===== src/rtl/ctr_arb_pkg.sv =====
// Shared types and constants for the counter-cell priority arbiter.
// Imported by ctr_prio_enc and ctr_priority_arb.
package ctr_arb_pkg;

    localparam int NCELLS_MAX = 32;

    localparam logic DIR_PLUS  = 1'b0;
    localparam logic DIR_MINUS = 1'b1;

    typedef enum logic [1:0] {
        ST_IDLE  = 2'd0,
        ST_GRANT = 2'd1,
        ST_WAIT  = 2'd2
    } arb_state_t;

    // One-hot decode of a cell index, used to build per-cell clear masks.
    function automatic logic [NCELLS_MAX-1:0] idx_to_onehot(input logic [4:0] idx);
        logic [NCELLS_MAX-1:0] oh;
        oh = {{(NCELLS_MAX-1){1'b0}}, 1'b1} << idx;
        return oh;
    endfunction

endpackage


===== src/rtl/ctr_prio_enc.sv =====
// Lowest-index-first priority encoder, purely combinational.
// Returns the index of the lowest set request bit and whether any bit is set.
module ctr_prio_enc
    import ctr_arb_pkg::*;
#(
    parameter int N = 20,
    parameter int W = $clog2(N)
) (
    input  logic [N-1:0] req,
    output logic [W-1:0] idx,
    output logic         vld
);

    // Scan from the top down so the lowest set bit is the last to overwrite idx.
    always_comb begin
        idx = {W{1'b0}};
        vld = |req;
        for (int i = N - 1; i >= 0; i--) begin
            idx = req[i] ? W'(i) : idx;
        end
    end

endmodule


===== src/rtl/ctr_priority_arb.sv =====
// Counter-cell priority arbiter: latches plus/minus increment pulses per cell and
// grants one cell per memory cycle (cell 0 highest). Optional macro: CTR_ARB_MINUS_EN.
module ctr_priority_arb
    import ctr_arb_pkg::*;
#(
    parameter int NCELLS = 20,
    parameter int IDXW   = $clog2(NCELLS)
) (
    input  logic              clk,
    input  logic              rst,
    input  logic [NCELLS-1:0] pinc_req,
    input  logic [NCELLS-1:0] minc_req,
    input  logic              mct,
    input  logic              inhibit,
    input  logic              done,
    output logic              busy,
    output logic              grant_vld,
    output logic [IDXW-1:0]   grant_idx,
    output logic              grant_dir,
    output logic [NCELLS-1:0] pend,
    output logic              ovr
);

    arb_state_t        state_r;
    arb_state_t        state_s;

    logic [NCELLS-1:0] p_r;
    logic [NCELLS-1:0] p_s;
    logic [NCELLS-1:0] clr_p_s;
    logic [NCELLS-1:0] pend_s;
    logic [NCELLS-1:0] sel_oh_s;
    logic [IDXW-1:0]   sel_idx_s;
    logic              sel_vld_s;
    logic              sel_dir_s;
    logic              take_s;
    logic              ovr_s;

    logic              busy_r;
    logic              grant_vld_r;
    logic [IDXW-1:0]   grant_idx_r;
    logic              grant_dir_r;
    logic              ovr_r;

    ctr_prio_enc #(
        .N (NCELLS),
        .W (IDXW)
    ) u_prio_enc (
        .req (pend_s),
        .idx (sel_idx_s),
        .vld (sel_vld_s)
    );

    // One-hot mask of the cell the encoder picked.
    always_comb begin
        sel_oh_s = NCELLS'(idx_to_onehot(5'(sel_idx_s)));
    end

    // Grant FSM next-state; take_s marks the IDLE->GRANT edge.
    always_comb begin
        state_s = state_r;
        take_s  = 1'b0;
        case (state_r)
            ST_IDLE: begin
                if (mct && !inhibit && sel_vld_s) begin
                    state_s = ST_GRANT;
                    take_s  = 1'b1;
                end else begin
                    state_s = ST_IDLE;
                end
            end
            ST_GRANT: begin
                state_s = ST_WAIT;
            end
            ST_WAIT: begin
                if (done) begin
                    state_s = ST_IDLE;
                end else begin
                    state_s = ST_WAIT;
                end
            end
            default: begin
                state_s = ST_IDLE;
            end
        endcase
    end

`ifdef CTR_ARB_MINUS_EN
    logic [NCELLS-1:0] m_r;
    logic [NCELLS-1:0] m_s;
    logic [NCELLS-1:0] clr_m_s;
    logic [NCELLS-1:0] p_raw_s;
    logic [NCELLS-1:0] m_raw_s;
    logic [NCELLS-1:0] cancel_s;

    // Latch update with grant clear, set-wins, and plus/minus cancellation.
    always_comb begin
        sel_dir_s = (|(p_r & sel_oh_s)) ? DIR_PLUS : DIR_MINUS;
        clr_p_s   = {NCELLS{1'b0}};
        clr_m_s   = {NCELLS{1'b0}};
        if (take_s) begin
            if (sel_dir_s == DIR_PLUS) begin
                clr_p_s = sel_oh_s;
            end else begin
                clr_m_s = sel_oh_s;
            end
        end else begin
            clr_p_s = {NCELLS{1'b0}};
            clr_m_s = {NCELLS{1'b0}};
        end
        p_raw_s  = (p_r & ~clr_p_s) | pinc_req;
        m_raw_s  = (m_r & ~clr_m_s) | minc_req;
        cancel_s = p_raw_s & m_raw_s;
        p_s      = p_raw_s & ~cancel_s;
        m_s      = m_raw_s & ~cancel_s;
        ovr_s    = |((pinc_req & p_r & ~clr_p_s) | (minc_req & m_r & ~clr_m_s));
        pend_s   = p_r | m_r;
    end

    // Minus-direction latches.
    always_ff @(posedge clk or negedge rst) begin
        if (!rst) begin
            m_r <= {NCELLS{1'b0}};
        end else begin
            m_r <= m_s;
        end
    end
`else
    logic unused_minc_s;

    // Plus-only latch update; minus requests are discarded.
    always_comb begin
        unused_minc_s = ^minc_req;
        sel_dir_s     = DIR_PLUS;
        if (take_s) begin
            clr_p_s = sel_oh_s;
        end else begin
            clr_p_s = {NCELLS{1'b0}};
        end
        p_s    = (p_r & ~clr_p_s) | pinc_req;
        ovr_s  = |(pinc_req & p_r & ~clr_p_s);
        pend_s = p_r;
    end
`endif

    // State, plus latches and registered outputs.
    always_ff @(posedge clk or negedge rst) begin
        if (!rst) begin
            state_r     <= ST_IDLE;
            p_r         <= {NCELLS{1'b0}};
            busy_r      <= 1'b0;
            grant_vld_r <= 1'b0;
            grant_idx_r <= {IDXW{1'b0}};
            grant_dir_r <= DIR_PLUS;
            ovr_r       <= 1'b0;
        end else begin
            state_r     <= state_s;
            p_r         <= p_s;
            busy_r      <= (state_s != ST_IDLE);
            grant_vld_r <= (state_s == ST_GRANT);
            ovr_r       <= ovr_s;
            if (take_s) begin
                grant_idx_r <= sel_idx_s;
                grant_dir_r <= sel_dir_s;
            end else begin
                grant_idx_r <= grant_idx_r;
                grant_dir_r <= grant_dir_r;
            end
        end
    end

    assign busy      = busy_r;
    assign grant_vld = grant_vld_r;
    assign grant_idx = grant_idx_r;
    assign grant_dir = grant_dir_r;
    assign pend      = pend_s;
    assign ovr       = ovr_r;

endmodule


===== config.mk =====
export PLATFORM = sky130hd
export DESIGN_NAME = ctr_priority_arb
export DESIGN_NICKNAME = d
export VERILOG_FILES = /design/src/rtl/ctr_arb_pkg.sv /design/src/rtl/ctr_prio_enc.sv /design/src/rtl/ctr_priority_arb.sv
export SDC_FILE = /design/constraint.sdc
export NUM_CORES = 1
export LEC_CHECK = 0
export CORE_MARGIN = 1.5
export CORE_UTILIZATION = 40
export DETAILED_ROUTE_END_ITERATION = 6
export PLACE_DENSITY = 0.87
export SLEW_MARGIN = 20
export SYNTH_ARGS = -nofsm -noshare
export SYNTH_HDL_FRONTEND = slang
export SYNTH_HIERARCHICAL = 1
export SYNTH_SLANG_ARGS = --single-unit

===== constraint.sdc =====
create_clock -name clk -period 3.7 [get_ports clk]
set_input_delay 0.555 -clock clk [delete_from_list [all_inputs] [get_ports clk]]
set_output_delay 0.555 -clock clk [all_outputs]
set_load 0.005 [all_outputs]

==> impl_results.md <==
* Status: finished, final reports clean
* Residual DRC at 0
* Combinational family with the most area after synthesis: simple AND/OR/NAND/NOR gates
* Xor and xnor fraction of the mapped netlist area at 0%
* Clock Sinks at 30
* Slew HR at 51.2%
* Post-CTS sizing at 0
* Placed insts at 279
* Post-synthesis compound-gate area fraction at 22.0%
* Starting Density at 42.5%
* Final wirelength at 4580 um
* Fin crit period at 3260 ps
* Sequential share of power at 48.4%
* Sw Share at 24.8%
* Synth Instances at 181
* GRT Resource Usage Total at 21.3%
* Seq/Total Area, Yosys at 43.2%
* Cts hold-fix bufs at 0
* Placed inst area at 2300 um2
* Psw at 177 uW
* Clock power frac at 36.3%
* RSZ-0062 raised after global routing: no
* Synth area leaders: dfrtp_1 43%, a21o_1 8.2%, nand2_1 6.3%, nand4_1 2.9%, nor4b_4 2.7%
* Yosys reg bits at 30
* Maximum fanout along the worst path at 8
* Worst vdd ir at 0.174 mV
* Finished Cell Area at 2380 um2
* Worst clock skew at 3.41 ps
* Crit Path Class: register to register
* Overall power at 716 uW
* Port Buffers at 52
* Syn Nets at 226
* Antenna-violating nets left at 0
* MaxCap Viol Count at 0
* Final Wtd Congestion at 0.931
* Asr flop ratio synth at 100%
* Mux cell area share after synthesis at 3.17%
* Post-synthesis adder-cell area fraction at 0%
* Post-Route Utilization at 58.2%
* Non-Filler Instances at 285
* Setup TNS at 0 ps
* Startpoint types: register
* Diodes inserted at 0
* Die H at 68.9 um
* 1st-iter DRT viols at 110
* Slew Viols, Final at 0
* First-pass GRT wire length at 7270 um
* Area of the die at 4750 um2
* Ys Warns at 6
* Placed wire-length estimate at 3470 um
* Mean Syn Cell Area at 9.60 um2
* Layout area overhead at 36.9%
* Routed via count at 1658
* Int Power at 538 uW
* Pwr dens at 301 nW/um2
* Simple-gate portion of the synthesized area at 26.6%
* I/O pin count at 74
* WP data arrival at 3410 ps
* Share of cells above drive strength 1 at 10.2%
* TritonRoute pass-1 iters at 4
* Hold Path Class: register to register
* Max Freq at 0.307 GHz
* CTS tree: built
* Root buf cell: clkbuf_8
* Least-Margin Pin Slew at 725 ps
* Vias/cell at 5.82
* Ys flop type: dfrtp_1
* CTS Buffer Depth at 2
* Top cell type by total area after synthesis: dfrtp_1
* Vias in the first global route at 1516
* Wire length per cell at 16.1 um
* Netlist Area Pre-Place at 1740 um2
* Yosys cell types at 42
* Commonest non-fill, non-tap cell in the layout: clkdlybuf4s50_1
* Leakage at 0.912 nW
* CTS Buf Count at 5
* Commonest non-fill, non-tap cells in the layout: 52 x clkdlybuf4s50_1, 30 x dfrtp_1, 29 x nand2_1
* Row cnt at 23
* Buffer count from post-CTS setup fixing at 0
* Clock transition at the registers of the reported paths at 60 ps
* Req. time, crit path at 3850 ps
* CORE AREA at 4090 um2
* Initial antenna violation count at 0
* Final nets at 281
* Grt total ovfl at 0
* Crit share post-route at 88.0%
* Gate power share at 15.3%
* Share of the synthesized area in the top cell type at 43.2%
* Final hold violations at 0
* DIE WIDTH at 68.9 um
* H-tree depth at 2
* Largest net degree at the start of global routing at 31
* Filler instances at 360
* Setup Viol. Count Final at 0
* Post-synth EDFFs at 0
* Setup crit end kind: register
* Worst-skew pair later-pin latency at 280 ps
==> worst max-delay path, stage by stage (launching register included) <==
cell and delay [ps]:
dfrtp_1 450, nor4_1 550, a21boi_0 660, and4bb_2 450
a41oi_1 160, a2111oi_0 480, and4_1 280, nand4_1 90
==> final timing paths <==
check | depth (start not counted) | start | slack [ps] | endpoint
setup / recovery | 7 | pend[2] | 440 | ovr
hold / removal | 1 | grant_idx[0] | 500 | grant_idx[0]
setup reg to reg | 7 | pend[2] | 440 | ovr
hold reg to reg | 1 | grant_idx[0] | 500 | grant_idx[0]
max in group asynchronous | 2 | rst | 2760 | pend[10]
min in group asynchronous | 2 | rst | 670 | pend[17]
==> registers in the layout, summed over array words and instances, names as in the netlist <==
signal     count
grant_idx      5
pend          20
ovr            1
grant_vld      1
busy           1
state_r        2
==> cells by family (layout without fill, tap and decap cells) <==
logic type / after synthesis / in the layout
AO/OA/AOI/OAI: 50 / 50
flip-flops: 30 / 30
AND/OR/NAND/NOR: 79 / 79
other: 1 / 1
buffers and inverters: 16 / 70
multiplexers: 5 / 5
==> power groups by stage <==
stage	clock, mW	sequential, mW	combinational (mW)
after global routing	0.280	0.348	0.120
after detailed placement	0	0.352	0.109
after global placement	0	0.352	0.108
final	0.260	0.346	0.110
after CTS	0.262	0.347	0.109
after floorplan	0	0.352	0.0504
==> Yosys cell counts, types with 2 or more instances <==
cell,number
dfrtp_1,30
and2_1,4
mux2_2,4
and4bb_2,2
nand2b_1,3
inv_1,8
nand4_1,8
a2111oi_0,2
a21oi_1,5
and3_1,4
buf_4,2
nor2b_1,3
nor3_1,3
a31oi_1,7
nand2_1,29
nor4_1,6
nor4b_4,2
nor2_1,10
clkbuf_1,2
a41oi_1,5
a21o_1,19
buf_6,2
o21ai_0,2
==> stage by stage <==
step	hold slack [ps]	worst slack (ps)
global route	523	195
CTS	502	480
detailed placement	489	499
finish	505	442
floorplan	259	1080
global placement	477	589
==> layout make-up <==
cell class	instances	area, um2	area share [%]
multi-input cells	135	902	37.9
flip-flops and latches	30	751	31.6
repair buffers	56	551	23.1
clock buffers	6	82.6	3.47
well taps	50	62.6	2.63
inverters	8	30.0	1.26
==> per-layer routing <==
layer | track usage [%] | part of all wire (%) | vias up | routed length [um]
li1 | - | - | 785 | -
met1 | 27.9 | 43 | 785 | 1980
met2 | 32.9 | 47 | 79 | 2150
met3 | 5.84 | 7.9 | 9 | 363
met4 | 9.31 | 1.9 | 0 | 89
met5 | 0 | 0 | - | 0
Power figures use the tool's default switching activity.
